--- config.mk ---
export PLATFORM = sky130hd
export DESIGN_NAME = rom_bank_fetch_ctrl_flat
export DESIGN_NICKNAME = d
export VERILOG_FILES = /design/src/rtl/rom_bank_fetch_ctrl_pkg.sv /design/src/rtl/rom_bank_fetch_ctrl_if.sv /design/src/rtl/rom_cs_decode.sv /design/src/rtl/rom_bank_fetch_ctrl.sv /design/src/flat_wrapper.sv
export SDC_FILE = /design/constraint.sdc
export NUM_CORES = 1
export LEC_CHECK = 0
export ABC_CLOCK_PERIOD_IN_PS = 2050
export BUFFER_PORTS_ARGS = -buffer_cell sky130_fd_sc_hd__buf_2
export CAP_MARGIN = 5
export CELL_PAD_IN_SITES_DETAIL_PLACEMENT = 1
export CELL_PAD_IN_SITES_GLOBAL_PLACEMENT = 1
export CORE_MARGIN = 3
export CORE_UTILIZATION = 41
export CTS_CLUSTER_DIAMETER = 60
export DETAILED_ROUTE_END_ITERATION = 12
export PLACE_DENSITY_LB_ADDON = 0.1
export SLEW_MARGIN = 5
export SYNTH_ARGS = -nofsm -noshare
export SYNTH_HDL_FRONTEND = slang
export SYNTH_SLANG_ARGS = --single-unit
export TNS_END_PERCENT = 50
--- constraint.sdc ---
create_clock -name clk -period 2.05 [get_ports clk]
set_input_delay 0.3075 -clock clk [delete_from_list [all_inputs] [get_ports clk]]
set_output_delay 0.3075 -clock clk [all_outputs]
set_load 0.01 [all_outputs]
--- src/rtl/rom_bank_fetch_ctrl_pkg.sv ---
// Shared types and constants for the ROM bank fetch front end.
package rom_pkg;

  localparam int unsigned ROM_ADDR_W = 14;
  localparam int unsigned ROM_DATA_W = 8;

  typedef enum logic [1:0] {
    IDLE = 2'd0,
    REQ  = 2'd1,
    WAIT = 2'd2
  } fetch_state_t;

  // Bank index width; a single bank still carries one (constant zero) bit.
  function automatic int unsigned bank_width(input int unsigned num_banks);
    return (num_banks > 1) ? $clog2(num_banks) : 1;
  endfunction

endpackage

--- src/rtl/rom_bank_fetch_ctrl_if.sv ---
// CPU-side ROM bus plus backing-memory request bus for rom_bank_fetch_ctrl.
interface rom_bank_fetch_ctrl_if
  import rom_pkg::*;
#(
  parameter int unsigned ADDR_W    = ROM_ADDR_W,
  parameter int unsigned DATA_W    = ROM_DATA_W,
  parameter int unsigned NUM_BANKS = 2,
  localparam int unsigned BANK_W   = bank_width(NUM_BANKS)
);

  // CPU side
  logic [ADDR_W-1:0]        A;
  logic [NUM_BANKS-1:0]     CS_b;
  logic                     OE_b;
  logic [DATA_W-1:0]        Dout;
  logic                     dout_en;
  logic                     rdy;
  logic                     bank_conflict;

  // Backing memory side
  logic                     mem_req;
  logic [BANK_W+ADDR_W-1:0] mem_addr;
  logic                     mem_ack;
  logic                     mem_valid;
  logic [DATA_W-1:0]        mem_rdata;

  // Controller view
  modport slave (
    input  A, CS_b, OE_b, mem_ack, mem_valid, mem_rdata,
    output Dout, dout_en, rdy, bank_conflict, mem_req, mem_addr
  );

  // CPU plus memory model view
  modport master (
    output A, CS_b, OE_b, mem_ack, mem_valid, mem_rdata,
    input  Dout, dout_en, rdy, bank_conflict, mem_req, mem_addr
  );

endinterface

--- src/rtl/rom_cs_decode.sv ---
// Active-low chip-select priority encoder: lowest selected bank wins.
module rom_cs_decode
  import rom_pkg::*;
#(
  parameter int unsigned NUM_BANKS = 2,
  localparam int unsigned BANK_W   = bank_width(NUM_BANKS)
) (
  input  logic [NUM_BANKS-1:0] cs_b_i,
  output logic [BANK_W-1:0]    bank_o,
  output logic                 any_sel_o,
  output logic                 multi_sel_o
);

  // Scan from the top so the lowest active index is written last.
  always_comb begin
    bank_o      = '0;
    any_sel_o   = 1'b0;
    multi_sel_o = 1'b0;
    for (int i = int'(NUM_BANKS) - 1; i >= 0; i--) begin
      if (!cs_b_i[i]) begin
        multi_sel_o = multi_sel_o | any_sel_o;
        any_sel_o   = 1'b1;
        bank_o      = BANK_W'(i);
      end
    end
  end

endmodule

--- src/rtl/rom_bank_fetch_ctrl.sv ---
// Bus front end for banked ROM chips served from one variable-latency memory.
// A one-entry hit register answers repeat reads without stalling the CPU.
module rom_bank_fetch_ctrl
  import rom_pkg::*;
#(
  parameter int unsigned ADDR_W    = ROM_ADDR_W,
  parameter int unsigned DATA_W    = ROM_DATA_W,
  parameter int unsigned NUM_BANKS = 2,
  localparam int unsigned BANK_W   = bank_width(NUM_BANKS)
) (
  input logic                  clk,
  input logic                  rst_b,
  rom_bank_fetch_ctrl_if.slave bus
);

  localparam int unsigned KeyW = BANK_W + ADDR_W;

  fetch_state_t      state_q, state_d;
  logic [KeyW-1:0]   mem_addr_q, mem_addr_d;
  logic [KeyW-1:0]   hit_key_q, hit_key_d;
  logic              hit_vld_q, hit_vld_d;
  logic [DATA_W-1:0] dout_q, dout_d;
  logic              conflict_q, conflict_d;

  logic [BANK_W-1:0] bank;
  logic              any_sel;
  logic              multi_sel;
  logic              sel;
  logic [KeyW-1:0]   key;
  logic              hit;
  logic              fill;

  rom_cs_decode #(
    .NUM_BANKS(NUM_BANKS)
  ) u_cs_decode (
    .cs_b_i     (bus.CS_b),
    .bank_o     (bank),
    .any_sel_o  (any_sel),
    .multi_sel_o(multi_sel)
  );

  assign sel = any_sel & ~bus.OE_b;
  assign key = {bank, bus.A};
  assign hit = hit_vld_q && (key == hit_key_q);

  // Fetch sequencing: one outstanding request, never cancelled once issued.
  always_comb begin
    state_d    = state_q;
    mem_addr_d = mem_addr_q;
    fill       = 1'b0;
    unique case (state_q)
      IDLE: begin
        if (sel && !hit) begin
          state_d    = REQ;
          mem_addr_d = key;
        end
      end
      REQ: begin
        if (bus.mem_ack) begin
          // Data arriving with the ack completes the fetch in one step.
          if (bus.mem_valid) begin
            fill    = 1'b1;
            state_d = IDLE;
          end else begin
            state_d = WAIT;
          end
        end
      end
      WAIT: begin
        if (bus.mem_valid) begin
          fill    = 1'b1;
          state_d = IDLE;
        end
      end
      default: state_d = IDLE;
    endcase
  end

  // Hit register load on fill and sticky multi-select flag.
  always_comb begin
    hit_vld_d  = hit_vld_q | fill;
    hit_key_d  = fill ? mem_addr_q : hit_key_q;
    dout_d     = fill ? bus.mem_rdata : dout_q;
    conflict_d = conflict_q | multi_sel;
  end

  // State and data registers; reset abandons any fetch in flight.
  always_ff @(posedge clk or negedge rst_b) begin
    if (!rst_b) begin
      state_q    <= IDLE;
      mem_addr_q <= '0;
      hit_key_q  <= '0;
      hit_vld_q  <= 1'b0;
      dout_q     <= '0;
      conflict_q <= 1'b0;
    end else begin
      state_q    <= state_d;
      mem_addr_q <= mem_addr_d;
      hit_key_q  <= hit_key_d;
      hit_vld_q  <= hit_vld_d;
      dout_q     <= dout_d;
      conflict_q <= conflict_d;
    end
  end

  assign bus.mem_req       = (state_q == REQ);
  assign bus.mem_addr      = mem_addr_q;
  assign bus.Dout          = dout_q;
  assign bus.dout_en       = sel & hit;
  assign bus.rdy           = ~sel | hit;
  assign bus.bank_conflict = conflict_q;

endmodule

--- src/flat_wrapper.sv ---
// flat-port wrapper written by rule: the top's interface ports become plain ports
module rom_bank_fetch_ctrl_flat import rom_pkg::*;
#(
  parameter int unsigned ADDR_W    = ROM_ADDR_W,
  parameter int unsigned DATA_W    = ROM_DATA_W,
  parameter int unsigned NUM_BANKS = 2,
  localparam int unsigned BANK_W   = bank_width(NUM_BANKS)
)
  (clk, rst_b, bus_A, bus_CS_b, bus_OE_b, bus_mem_ack, bus_mem_valid, bus_mem_rdata, bus_Dout, bus_dout_en, bus_rdy, bus_bank_conflict, bus_mem_req, bus_mem_addr);
  rom_bank_fetch_ctrl_if #(.ADDR_W(ADDR_W), .DATA_W(DATA_W), .NUM_BANKS(NUM_BANKS)) bus_i ();
  input logic clk;
  input logic rst_b;
  input wire logic [$bits(bus_i.A)-1:0] bus_A;
  input wire logic [$bits(bus_i.CS_b)-1:0] bus_CS_b;
  input wire logic [$bits(bus_i.OE_b)-1:0] bus_OE_b;
  input wire logic [$bits(bus_i.mem_ack)-1:0] bus_mem_ack;
  input wire logic [$bits(bus_i.mem_valid)-1:0] bus_mem_valid;
  input wire logic [$bits(bus_i.mem_rdata)-1:0] bus_mem_rdata;
  output wire logic [$bits(bus_i.Dout)-1:0] bus_Dout;
  output wire logic [$bits(bus_i.dout_en)-1:0] bus_dout_en;
  output wire logic [$bits(bus_i.rdy)-1:0] bus_rdy;
  output wire logic [$bits(bus_i.bank_conflict)-1:0] bus_bank_conflict;
  output wire logic [$bits(bus_i.mem_req)-1:0] bus_mem_req;
  output wire logic [$bits(bus_i.mem_addr)-1:0] bus_mem_addr;
  assign bus_i.A = bus_A;
  assign bus_i.CS_b = bus_CS_b;
  assign bus_i.OE_b = bus_OE_b;
  assign bus_i.mem_ack = bus_mem_ack;
  assign bus_i.mem_valid = bus_mem_valid;
  assign bus_i.mem_rdata = bus_mem_rdata;
  assign bus_Dout = bus_i.Dout;
  assign bus_dout_en = bus_i.dout_en;
  assign bus_rdy = bus_i.rdy;
  assign bus_bank_conflict = bus_i.bank_conflict;
  assign bus_mem_req = bus_i.mem_req;
  assign bus_mem_addr = bus_i.mem_addr;
  rom_bank_fetch_ctrl #(.ADDR_W(ADDR_W), .DATA_W(DATA_W), .NUM_BANKS(NUM_BANKS)) u_core (.clk(clk), .rst_b(rst_b), .bus(bus_i));
endmodule
# ---- Word level (Yosys, flattened, before mapping)
# Index checks and enable logic that the tools add are counted.
# Widths: inputs -> output; s select.
dict set report classes {
  n_eq_ne 6
  n_mux 12
  n_bitwise 7
  n_reduce_logical 6
}
# cell count
set op_table {}
lappend op_table {{$eq 15x15->1} 1}
lappend op_table {{$mux 2} 4}
lappend op_table {{$mux 1} 6}
lappend op_table {{$pmux 2 s3} 1}
lappend op_table {{$ne 2x2->1 const B} 2}
lappend op_table {{$or 1x1->1} 3}
lappend op_table {{$reduce_and 3->1} 1}
lappend op_table {{$and 1x1->1} 2}
lappend op_table {{$eq 2x1->1 const B} 1}
lappend op_table {{$eq 2x2->1 const B} 1}
lappend op_table {{$logic_and 1x1->1} 2}
lappend op_table {{$logic_not 2->1} 1}
lappend op_table {{$ne 2x1->1 const B} 1}
lappend op_table {{$not 1->1} 2}
lappend op_table {{$pmux 1 s2} 1}
lappend op_table {{$reduce_and 2->1} 1}
lappend op_table {{$logic_not 1->1} 1}
dict set report word_totals {
  register_bits 42
  in_bits 29
  output_inout_bits 27
  elab_cells 37
}

# ---- Depth between registers and ports, before layout
# Gate-level depths: netlist (run 1).
dict set report depth {
  depth_word 8
  mapped_depth 7
  ltp_nobuf 7
}

# ---- Cells and area by module
# From an unflattened synthesis (run 1), not the netlist that was laid out.
dict set report hier_totals {
  cells_unflattened 135
  hier_area_um2 1909.3
}
# mod instances cells_per_inst area_each_um2 seq_area_each_um2
set by_module_without_submodules {}
lappend by_module_without_submodules {rom_bank_fetch_ctrl 1 132 1893.1 1051.0}
lappend by_module_without_submodules {rom_cs_decode 1 3 16.3 0.0}

# ---- Worst setup path after synthesis (run 1)
# OpenSTA, ideal clock, no wires.
dict set report synth_path {
  kind {register to register}
  startpoint {register u_core.hit_key_q[13]}
  endpoint {register u_core.mem_addr_q[0], in the netlist u_core.bus.mem_addr[0]}
  setup_ns 0.125
  t_arrival_ns 1.757
  t_required_ns 1.925
  setup_slack_ns 0.168
  stages_incl_launch_ff 7
  path_buffers 1
  synth_period_minus_slack_ns 1.882
  path_cell_list {dfrtp_1 > xor2_1 > nor4_4 > nand4_2 > o211ai_4 > buf_12 > mux2_4}
}
dict set report synth_via {
  elab_chain_len 5
}
# element line_no
set synth_lines {}
lappend synth_lines {{start, declared} rom_bank_fetch_ctrl.sv:20} ;# logic [KeyW-1:0] hit_key_q, hit_key_d;
lappend synth_lines {{start signal, assigned} rom_bank_fetch_ctrl.sv:99} ;# hit_key_q <= hit_key_d;
lappend synth_lines {{$eq 15x15->1} rom_bank_fetch_ctrl.sv:44} ;# assign hit = hit_vld_q && (key == hit_key_q);
lappend synth_lines {{$logic_and 1x1->1} rom_bank_fetch_ctrl.sv:44}
lappend synth_lines {{$logic_not 1->1} rom_bank_fetch_ctrl.sv:53} ;# if (sel && !hit) begin
lappend synth_lines {{$logic_and 1x1->1} rom_bank_fetch_ctrl.sv:53}
lappend synth_lines {{$reduce_and 2->1 (no source line)} -}
lappend synth_lines {{end signal, assigned} rom_bank_fetch_ctrl.sv:98} ;# mem_addr_q <= mem_addr_d;
lappend synth_lines {{end, declared} rom_bank_fetch_ctrl.sv:19} ;# logic [KeyW-1:0] mem_addr_q, mem_addr_d;
# Every way passes these cells.
# A chain may end at the register's enable or synchronous reset.

# ---- Worst setup path after layout (run 1)
dict set report layout_path {
  startpoint {register u_core.hit_key_q[13]}
  endpoint {output port bus_rdy}
}
dict set report layout_via {
  elab_chain_len 3
}
# element line_no
set layout_lines {}
lappend layout_lines {{$eq 15x15->1} rom_bank_fetch_ctrl.sv:44}
lappend layout_lines {{$logic_and 1x1->1} rom_bank_fetch_ctrl.sv:44}
lappend layout_lines {{$or 1x1->1} rom_bank_fetch_ctrl.sv:110} ;# assign bus.rdy = ~sel | hit;
lappend layout_lines {{end, declared} flat_wrapper.sv:21} ;# output wire logic [$bits(bus_i.rdy)-1:0] bus_rdy;
# Every way passes these cells.

==> summary.md, run 1 <==
| Metric | Value |
|---|---|
| Switching share of total power | `35.2%` |
| Worst setup skew after layout | `0.00950 ns` |
| Min Tclk post-route | `2.07 ns` |
| Share of cells above drive strength 1 | `55.9%` |
| Clock buffer depth | `2` |
| Later-pin clock latency in the skew report | `0.29 ns` |
| GRT overflow | `0` |
| Max incr delay on CP | `0.39 ns` |
| Startpoint Class | `flop` |
| Largest net degree at the start of global routing | `43` |
| Std-Cell Rows | `24` |
| Initial cell density of the core | `43.8%` |
| Routed Antenna Nets | `0` |
| Ant. Diodes | `0` |
| Xor/xnor share of the synthesized area | `6.25%` |
| Worst-margin pin slew | `0.931 ns` |
| Clock transition at path regs | `0.08 ns` |
| Die area | `0.00565 mm^2` |
| RSZ-0062 raised after global routing | `yes` |
| Vias in the first global route | `1520` |
| Status | `finished with violations` |
| Clk sinks | `42` |
| Root Driver | `clkbuf_8` |
| TritonCTS clock tree | `yes` |
| Wirelength per Cell | `17.2 um` |
| Element type at the critical path end | `output port` |
| Antenna violations before repair | `0` |
| Crit path DAT | `1.76 ns` |
| Sequential element share of the synthesized area | `53.6%` |
| Psw | `1.28 mW` |
| P_leak | `1.19 nW` |
| Vias per cell | `5.16` |
| Final setup margin | `-0.0165 ns` |
| Area of the core | `0.00447 mm^2` |
| Total of max-cap violations | `0` |
| Design area | `0.00243 mm^2` |
| Post-route insts no fill | `254` |
| Final GP Congestion | `0.726` |
| Worst r2r dst | `u_core.bus.mem_addr[9]` |
| Unique cell type count in the Yosys netlist | `29` |
| Detailed Route WL | `4370 um` |
| Worst Path Required | `1.74 ns` |
| Pre-antenna DRT Iters | `2` |
| Setup violations, final | `1` |
| Max Slew Vio Count | `0` |
| Die Ht | `75.2 um` |
| DP HPWL | `3310 um` |
| Largest vdd supply drop | `0.583 mV` |
| Mapped Area | `0.00196 mm^2` |
| RR Startpoint | `u_core.hit_key_q[13]` |
| Inst Count DP | `246` |
| Reg2reg setup slack | `0.03 ns` |
| CP Class | `flop to output port` |
| Most frequent cells in the layout | `55 x buf_2, 42 x dfrtp_1, 28 x mux2_2` |
| First-pass GRT wire length | `7130 um` |
| Nets | `233` |
| 1st-iter DRT viols | `55` |
| Num ports | `56` |
| DR DRC count | `0` |
| Flop pwr share | `41.3%` |
| Die X | `75.2 um` |
| H-tree lvl count | `2` |
| Syn Nets | `169` |
| Final period utilization | `101%` |
| CTS Buf Count | `5` |
| Complex-gate fraction of the synthesized area | `6.06%` |
| Mux cell area share after synthesis | `24.5%` |
| # port buffers | `55` |
| Comb pwr share | `43.8%` |
| Critical path cell sequence | `xor2_1, nor4_4, nand4_2, o21ai_2, buf_2` |
| Tot GR Track Use | `16.7%` |
| Slowest cell on crit path | `dfrtp_1` |
| Adder-cell share of the synthesized area | `1.91%` |
| Fin. Hold Viols | `0` |
| Filler cells | `473` |
| Leading cell type in the layout, fill and taps excluded | `buf_2` |
| Place WS | `0.0306 ns` |
| Post-Syn Instances | `137` |
| Syn. warnings | `0` |
| Max-slew headroom | `37.9%` |
| Largest family of logic cells by synthesized area | `multiplexers` |
| Final Util | `54.3%` |
| Final setup TNS | `-0.0165 ns` |
| R2r worst-path depth | `6` |
| Hold buffers post-CTS | `0` |
| Hold Crit Class | `primary input to asynchronous set/reset pin` |
| CP Max Fanout | `3` |
| Failing checks | `negative setup slack` |
| Placed inst area | `0.00232 mm^2` |
| Area grow syn2layout | `24.0%` |
| Synth Area in Simple Gates | `4.98%` |
| Fmax | `484 MHz` |
| Syn_area_per_cell | `14.3 um^2` |
| Clk pwr share | `15.0%` |
| Synth Register Bits | `42` |
| Vias | `1311` |
| Internal | `2.36 mW` |
| Pwr Density | `1500 mW/mm^2` |
how the worst max path moves through the flow:
stage          depth (start not counted)                endpoint                  from  slack, ns
2_1_floorplan                          6  u_core.bus.mem_addr[0]  u_core.hit_key_q[13]       0.17
3_5_place_dp                           7  u_core.bus.mem_addr[9]             bus_A[13]       0.03
6_report                               5                 bus_rdy  u_core.hit_key_q[13]      -0.02
3_3_place_gp                           8  u_core.bus.mem_addr[5]              bus_A[0]       0.10
4_1_cts                                5                 bus_rdy  u_core.hit_key_q[12]      -0.07
5_1_grt                                5                 bus_rdy  u_core.hit_key_q[13]      -0.13
power groups by stage:
stage	Sequential [mW]	Clock [mW]	Combinational, mW
after floorplan	1.57	0	0.963
after global placement	1.48	0	1.53
after detailed placement	1.51	0	1.60
after CTS	1.50	0.564	1.62
after global routing	1.56	0.609	1.73
final	1.50	0.545	1.59
through the flow:
stage / hold WS, ns / power (mW)
2_1_floorplan: 0.0119 / 2.53
3_3_place_gp: 0.441 / 3.01
3_5_place_dp: 0.457 / 3.11
4_1_cts: 0.189 / 3.68
5_1_grt: 0.228 / 3.89
6_report: 0.152 / 3.64
worst max-delay path: cells and delay by family, from the launching register on:
family | cells | cell delay (ns)
buffers and inverters | 1 | 0.15
flip-flops | 1 | 0.39
AND/OR/NAND/NOR | 2 | 0.57
XOR/XNOR | 1 | 0.19
AO/OA/AOI/OAI | 1 | 0.18
area by class of cell:
class | instances | area, um^2 | share of cell area (%)
Multi-Input combinational cell | 86 | 876 | 36.0
Tap cell | 52 | 65.1 | 2.68
Clock inverter | 1 | 5.00 | 0.206
Timing Repair Buffer | 60 | 325 | 13.4
Sequential cell | 42 | 1050 | 43.2
Clock buffer | 7 | 86.3 | 3.55
Inverter | 6 | 22.5 | 0.926
sequential cells by signal, summed over array words and instances (netlist names):
register / cells
u_core.bus.mem_addr: 15
u_core.hit_key_q: 15
u_core.bus.Dout: 8
u_core.state_q: 2
u_core.bus.bank_conflict: 1
u_core.hit_vld_q: 1
per-layer routing:
layer	share of wire [%]	vias to the layer above	track usage, %
li1	-	606	-
met1	40	668	19.2
met2	55	31	31.1
met3	4.5	6	4.14
met4	0.78	0	3.69
met5	0	-	0
synthesized netlist by cell type, drive strengths merged:
| master | number | area (um^2) |
|---|---|---|
| a211oi | 1 | 12.5 |
| a21o | 1 | 7.51 |
| a21oi | 3 | 15.0 |
| buf | 3 | 30.0 |
| dfrtp | 42 | 1050 |
| ha | 3 | 37.5 |
| inv | 6 | 22.5 |
| mux2 | 37 | 450 |
| mux2i | 3 | 30.0 |
| nand2 | 2 | 7.51 |
| nand2b | 3 | 18.8 |
| nand3 | 1 | 5.00 |
| nand4 | 1 | 12.5 |
| nor2 | 4 | 15.0 |
| nor2b | 1 | 6.26 |
| nor3 | 1 | 5.00 |
| nor4 | 2 | 27.5 |
| o2111ai | 2 | 17.5 |
| o211a | 1 | 10.0 |
| o211ai | 1 | 21.3 |
| o21ai | 2 | 10.0 |
| o21bai | 1 | 7.51 |
| o221a | 1 | 11.3 |
| o22ai | 1 | 6.26 |
| xnor2 | 4 | 35.0 |
| xor2 | 10 | 87.6 |
what timing repair did:
item | in CTS | in global routing
pin swaps | 5 | 3
buffers inserted | 0 | 0
gates resized for setup | 2 | 2
setup endpoints to repair | 2 | 16
cells by family (layout without fill, tap and decap cells):
kind of cell	after synthesis	in the layout
simple gates	15	15
flops	42	42
xor+xnor	14	14
buf+inv	9	74
mux	40	40
fa+ha+maj	3	3
compound gates	14	14
(Power assumes the default switching activity.)
==> run 2, diff against run 1 <==
--- a/config.mk
+++ b/config.mk
@@ -6,15 +6,15 @@
 export NUM_CORES = 1
 export LEC_CHECK = 0
 export ABC_CLOCK_PERIOD_IN_PS = 2050
-export BUFFER_PORTS_ARGS = -buffer_cell sky130_fd_sc_hd__buf_2
 export CAP_MARGIN = 5
 export CELL_PAD_IN_SITES_DETAIL_PLACEMENT = 1
 export CELL_PAD_IN_SITES_GLOBAL_PLACEMENT = 1
 export CORE_MARGIN = 3
-export CORE_UTILIZATION = 41
+export CORE_UTILIZATION = 49
 export CTS_CLUSTER_DIAMETER = 60
 export DETAILED_ROUTE_END_ITERATION = 12
-export PLACE_DENSITY_LB_ADDON = 0.1
+export DONT_BUFFER_PORTS = 1
+export PLACE_DENSITY_LB_ADDON = 0.05
 export SLEW_MARGIN = 5
 export SYNTH_ARGS = -nofsm -noshare
 export SYNTH_HDL_FRONTEND = slang
==> run 2 against run 1 <==
Net effect: the flow still finishes with violations (negative setup slack); cell area decreased by 8.0%; register-to-register slack better by 0.05 ns; sequential power increased by 11%; largest power group is now registers; highest routed layer unchanged.
==> summary.md, run 2 (synthesis gave the netlist of run 1 again) <==
| Metric | Value |
|---|---|
| Status | `finished with violations` |
| Failing checks | `negative setup slack` |
| Max Slew Vio Count | `0 (unchanged)` |
| Startpoint Class | `flop` |
| Worst hold start | `bus_CS_b[0]` |
| TritonCTS clock tree | `yes` |
| Met3 wire len | `316 um (+60%)` |
| DR DRC count | `0 (unchanged)` |
| Top Metal Used | `met4` |
| GRT overflow | `0 (unchanged)` |
| Vias | `1137 (-13%)` |
| Die X | `69.3 um (-7.8%)` |
| Most frequent cells in the layout | `42 x dfrtp_1, 28 x mux2_2, 9 x xor2_1, 9 x mux2_4` |
| Final setup margin | `-0.0115 ns (+0.00496 ns)` |
| Share of cells above drive strength 1 | `41.4% (-14 points)` |
| Largest net degree at the start of global routing | `43 (unchanged)` |
| Launch point of the worst path | `u_core.hit_key_q[12]` |
| Clock buffer depth | `2 (unchanged)` |
| Detailed Route WL | `3970 um (-9.1%)` |
| RR Startpoint | `u_core.hit_key_q[12]` |
| Nets | `183 (-21%)` |
| Root Driver | `clkbuf_8` |
| Die Ht | `69.3 um (-7.8%)` |
| Num ports | `56 (unchanged)` |
| Tot GR Track Use | `18.2% (+1.5 points)` |
| Clk sinks | `42 (unchanged)` |
| Largest vdd supply drop | `0.905 mV (+55%)` |
| Final setup TNS | `-0.0115 ns (+0.00496 ns)` |
| Leading cell type in the layout, fill and taps excluded | `dfrtp_1` |
| Vias in the first global route | `1318 (-13%)` |
| Ant. Diodes | `0 (unchanged)` |
| Fin. Hold Viols | `0 (unchanged)` |
| Vias per cell | `5.69 (+10%)` |
| H-tree lvl count | `2 (unchanged)` |
| Worst hold slack | `0.104 ns (-0.0488 ns)` |
| Final period utilization | `101% (-0.24 points)` |
| Std-Cell Rows | `22 (-8.3%)` |
| CP Max Fanout | `3 (unchanged)` |
| Hold Crit Class | `primary input to flop` |
| Pwr Density | `1540 mW/mm^2 (+2.7%)` |
| CTS Buf Count | `5 (unchanged)` |
| Worst Path Required | `1.74 ns (about the same)` |
| Met1 Routed Length | `1470 um (-15%)` |
| Routed Antenna Nets | `0 (unchanged)` |
| Routed wl met2 | `2110 um (-12%)` |
| DP HPWL | `2990 um (-9.5%)` |
| Crit path DAT | `1.75 ns (about the same)` |
| Final GP Congestion | `0.664 (-8.6%)` |
| First-pass GRT wire length | `6780 um (-4.9%)` |
| Setup violations, final | `1 (unchanged)` |
| 1st-iter DRT viols | `32 (-42%)` |
| Area grow syn2layout | `14.0%` |
| Element type at the critical path end | `output port` |
| Antenna violations before repair | `0 (unchanged)` |
| Initial cell density of the core | `52.0% (+8.2 points)` |
| Later-pin clock latency in the skew report | `0.30 ns (about the same)` |
| Pre-antenna DRT Iters | `4 (+2)` |
| CP Class | `flop to output port` |
| # port buffers | `0 (-100%)` |
| RSZ-0062 raised after global routing | `yes` |
| Worst-margin pin slew | `0.528 ns (-0.404 ns)` |
| Area of the core | `0.00377 mm^2 (-16%)` |
| Clock transition at path regs | `0.08 ns (about the same)` |
| Fmax | `485 MHz (+0.24%)` |
| Die area | `0.00480 mm^2 (-15%)` |
| Wirelength per Cell | `19.8 um (+15%)` |
| Worst setup skew after layout | `0.00643 ns (-0.00307 ns)` |
| Min Tclk post-route | `2.06 ns (-0.00496 ns)` |
| P_leak | `1.01 nW (-15%)` |
| Max-slew headroom | `64.8% (+27 points)` |
| Total of max-cap violations | `0 (unchanged)` |
## run 2: path summary, 6_finish.rpt
check | to | slack [ns] | cells after the start
setup / recovery | bus_rdy | -0.01 | 5
hold / removal | u_core.bus.bank_conflict | 0.10 | 1
setup reg to reg | u_core.bus.mem_addr[4] | 0.08 | 6
hold reg to reg | u_core.hit_vld_q | 0.47 | 2
max in group asynchronous | u_core.hit_key_q[4] | 1.37 | 2
min in group asynchronous | u_core.hit_key_q[8] | 0.48 | 2
## run 2: critical path: stages, from the launching register on
cell     delay, ns
dfrtp_1       0.42
xor2_2        0.17
nor4_4        0.32
nand4_2       0.20
o21ai_2       0.20
buf_4         0.14
## run 2: cell type report
class	instances	area, um^2
clock inverters	1	8.76
multi-input cells	86	888
inverters	6	22.5
clock buffers	7	86.3
repair buffers	10	119
flip-flops and latches	42	1050
fillers	364	1540
well taps	48	60.1
## run 2: metal layers
metal  global-route usage, %  vias up
met5                       0        -
met4                    7.16        0
met3                    7.54        7
met2                    31.5       38
met1                    19.6      583
li1                        -      509
## run 2: what timing repair did
action / CTS / global route
hold buffers: 2 / 0
hold endpoints to repair: 42 / 0
setup buffers: 0 / 1
pin swaps: 1 / 7
setup endpoints to repair: 2 / 8
resized for setup: 3 / 4
## run 2: report_power, final
part	internal (mW)	switching [mW]	total (mW)
logic	0.711	0.503	1.21
registers	1.23	0.430	1.66
clock network	0.278	0.286	0.565
total	2.22	1.22	3.44
## run 2: stage by stage
step           total power [mW]  cell area (um^2)  utilization (%)  cells  worst slack [ns]
2_1_floorplan              2.53              1960                -    137             0.168
3_3_place_gp               2.76              2070             54.9    189             0.111
3_5_place_dp               2.85              2070             54.9    189            0.0573
4_1_cts                    3.45              2210             58.5    199           -0.0261
5_1_grt                    3.69              2240             59.3    200           -0.0947
6_report                   3.44              2240             59.3    200           -0.0115
==> run 3, diff against run 2 <==
--- a/config.mk
+++ b/config.mk
@@ -18,5 +18,6 @@
 export SLEW_MARGIN = 5
 export SYNTH_ARGS = -nofsm -noshare
 export SYNTH_HDL_FRONTEND = slang
+export SYNTH_HIERARCHICAL = 1
 export SYNTH_SLANG_ARGS = --single-unit
 export TNS_END_PERCENT = 50
==> run 3 against run 2 <==
Net effect: the run still ends with negative setup slack left; sequential power is essentially flat; cell area grew 1.1%; sequential share of layout area shrank 0.49 points; final cell count grew 2.0%; synthesized area shrank 2.6%; synthesized cell count shrank 1.5%; non-clock buffer count grew 6; power grew 0.84%; register-to-register slack lost 0.03 ns; clock power shrank 4.6%; largest cell class unchanged; largest power group unchanged.
==> summary.md, run 3 <==
| Metric | Value |
|---|---|
| Psw | `1.20 mW (-2.0%)` |
| P_leak | `0.968 nW (-3.8%)` |
| Std-Cell Rows | `22 (unchanged)` |
| Switching share of total power | `34.5% (-1.0 points)` |
| Worst hold slack | `0.157 ns (+0.0532 ns)` |
| Comb pwr share | `36.1% (+0.8 points)` |
| Worst-margin pin slew | `0.338 ns (-0.189 ns)` |
| Antenna violations before repair | `0 (unchanged)` |
| Top cells by area, synth | `dfrtp_1 55%, mux2_2 17%, mux2_4 7.9%, xnor2_1 6.9%, ha_1 2.0%` |
| TritonCTS clock tree | `yes` |
| Num ports | `56 (unchanged)` |
| Final GP Congestion | `0.731 (+10%)` |
| Mapped Area | `0.00191 mm^2 (-2.6%)` |
| Final setup margin | `-0.00367 ns (+0.00785 ns)` |
| Dominant synthesized flop cell | `dfrtp_1` |
| CP Max Fanout | `2 (-1)` |
| Dominant cell type by area after synthesis | `dfrtp_1` |
| Pre-antenna DRT Iters | `4 (unchanged)` |
| RSZ-0062 raised after global routing | `yes` |
| Flop pwr share | `48.3% (about the same)` |
| Vias in the first global route | `1241 (-5.8%)` |
| Wirelength per Cell | `18.5 um (-6.5%)` |
| Clock transition at path regs | `0.08 ns (about the same)` |
| Register area | `0.00105 mm^2 (unchanged)` |
| Element type at the critical path end | `output port` |
| Syn_area_per_cell | `14.1 um^2 (-1.2%)` |
| Largest net degree at the start of global routing | `43 (unchanged)` |
| Most frequent cells in the layout | `42 x dfrtp_1, 28 x mux2_2, 11 x buf_4` |
| Max-slew headroom | `77.3% (+12 points)` |
| Final Power | `3.47 mW (+0.84%)` |
| Synth Register Bits | `42 (unchanged)` |
| Area of the multi-input gates | `890 um^2 (+0.14%)` |
| Routed Antenna Nets | `0 (unchanged)` |
| Startpoint Class | `flop` |
| Syn Nets | `167 (-1.2%)` |
| Clk sinks | `42 (unchanged)` |
| DR DRC count | `0 (unchanged)` |
| Fmax | `487 MHz (+0.38%)` |
| Min Tclk post-route | `2.05 ns (-0.00785 ns)` |
| Sequential element share of the synthesized area | `55.0% (+1.4 points)` |
| Fin. Hold Viols | `0 (unchanged)` |
| Final period utilization | `100% (-0.38 points)` |
| Inst Count DP | `185 (-2.1%)` |
| Root Driver | `clkbuf_8` |
| Unique cell type count in the Yosys netlist | `25 (-14%)` |
| Post-Syn Instances | `135 (-1.5%)` |
| Detailed Route WL | `3780 um (-4.7%)` |
| Status | `finished with violations` |
| Hold Crit Class | `primary input to flop` |
| Area of the core | `0.00372 mm^2 (-1.5%)` |
| Crit path DAT | `1.75 ns (about the same)` |
| GRT overflow | `0 (unchanged)` |
| 1st-iter DRT viols | `28 (-13%)` |
| Later-pin clock latency in the skew report | `0.29 ns (about the same)` |
| Clk pwr share | `15.6% (-0.8 points)` |
| Vias | `1097 (-3.5%)` |
| Nets | `187 (+2.2%)` |
| Die X | `68.4 um (-1.2%)` |
| Max Slew Vio Count | `0 (unchanged)` |
| Pwr Density | `1530 mW/mm^2 (-0.22%)` |
| Die Ht | `68.4 um (-1.2%)` |
| Area grow syn2layout | `18.3%` |
| Final Util | `60.8% (+1.5 points)` |
| CP Class | `flop to output port` |
| First-pass GRT wire length | `5910 um (-13%)` |
| Cell with the most instances after synthesis | `dfrtp_1` |
| Internal | `2.27 mW (+2.4%)` |
| Failing checks | `negative setup slack` |
| Leading cell type in the layout, fill and taps excluded | `dfrtp_1` |
| Asr flop ratio synth | `100% (unchanged)` |
| Ant. Diodes | `0 (unchanged)` |
| Post-route insts no fill | `204 (+2.0%)` |
| Clock buffer depth | `2 (unchanged)` |
| Filler cells | `361 (-0.82%)` |
| H-tree lvl count | `2 (unchanged)` |
| Synth cell count leaders | `42 x dfrtp_1, 28 x mux2_2, 15 x xnor2_1, 10 x mux2_4, 5 x inv_1` |
| Worst setup skew after layout | `0.00650 ns (+0.0000714 ns)` |
| CTS Buf Count | `5 (unchanged)` |
| Largest vdd supply drop | `0.837 mV (-7.5%)` |
| Syn. warnings | `6 (+6)` |
| EDFF count, synth | `0 (unchanged)` |
| Die area | `0.00468 mm^2 (-2.4%)` |
| Top-area cell type share of the netlist area | `55.0% (+1.4 points)` |
| Worst Path Required | `1.74 ns (about the same)` |
| Vias per cell | `5.38 (-5.4%)` |
| Total of max-cap violations | `0 (unchanged)` |
| Setup violations, final | `1 (unchanged)` |
| Initial cell density of the core | `51.4% (-0.61 points)` |
| Tot GR Track Use | `17.8% (-0.43 points)` |
| DP HPWL | `2650 um (-12%)` |
| Final setup TNS | `-0.00367 ns (+0.00785 ns)` |
| Share of cells above drive strength 1 | `48.7% (+7.3 points)` |
| # port buffers | `0 (unchanged)` |
[run 3: logic make-up (layout without fill, tap and decap cells)]
kind of cell               Yosys count  in the layout  synth area share, %
AOI/OAI and AO/OA                    7              7                 2.29
adders and majority gates            3              3                 1.97
muxes                               38             38                 24.4
DFF                                 42             42                 55.0
buffers and inverters                8             29                 2.10
xor gates and xnor gates            15             15                 6.88
and+or+nand+nor                     22             22                 7.34
[run 3: final cells by class]
class	count	area share (%)
well taps	48	2.66
clock inverters	3	1.11
repair buffers	16	6.48
multi-input cells	85	39.4
flip-flops and latches	42	46.5
inverters	5	0.831
clock buffers	5	3.05
[run 3: final timing paths]
path	from	to	slack, ns	cells past startpoint
max	u_core/hit_key_q[0]	bus_dout_en	-0.004	4
min	bus_mem_rdata[0]	u_core/bus.Dout[0]	0.16	1
max reg2reg	u_core/hit_key_q[0]	u_core/bus.mem_addr[5]	0.05	7
min reg2reg	u_core/hit_vld_q	u_core/hit_vld_q	0.50	1
max in group asynchronous	rst_b	u_core/hit_key_q[4]	1.35	2
min in group asynchronous	rst_b	u_core/hit_key_q[14]	0.50	2
[run 3: power by group through the flow]
| stage | Clock [mW] | Combinational [mW] | Sequential [mW] |
|---|---|---|---|
| floorplan | 0 | 0.893 | 1.58 |
| global placement | 0 | 1.06 | 1.66 |
| detailed placement | 0 | 1.10 | 1.69 |
| CTS | 0.567 | 1.19 | 1.67 |
| global route | 0.601 | 1.38 | 1.74 |
| finish | 0.539 | 1.25 | 1.67 |
[run 3: worst max-delay path: stages (launching register included)]
cell and delay [ns]:
dfrtp_1 0.40, xnor2_1 0.17, nand4_1 0.19, or4_4 0.56, nor2_4 0.12
[run 3: timing repair]
| item | in CTS | in global routing |
|---|---|---|
| gates cloned | 0 | 1 |
| gates resized for setup | 5 | 10 |
| hold buffers | 2 | 0 |
| setup buffers | 7 | 2 |
| pin swaps | 8 | 10 |
| endpoints found under the hold margin | 42 | 0 |
| endpoints found under the setup margin | 7 | 18 |
[run 3: per-stage QoR]
stage                     cell area (um^2)  worst slack (ns)
final                                 2260          -0.00367
after global placement                1990           -0.0451
after floorplan                       1910             0.273
after detailed placement              1990           -0.0778
after CTS                             2190           -0.0402
after global routing                  2260           -0.0846
[run 3: routing by layer]
layer	up-vias	GRT usage (%)	part of all wire (%)	wire length [um]
met2	34	29.7	52	1970
li1	509	-	-	-
met5	-	0	0	0
met4	0	6.70	1.3	51
met3	6	6.08	7.5	282
met1	548	20.9	39	1480
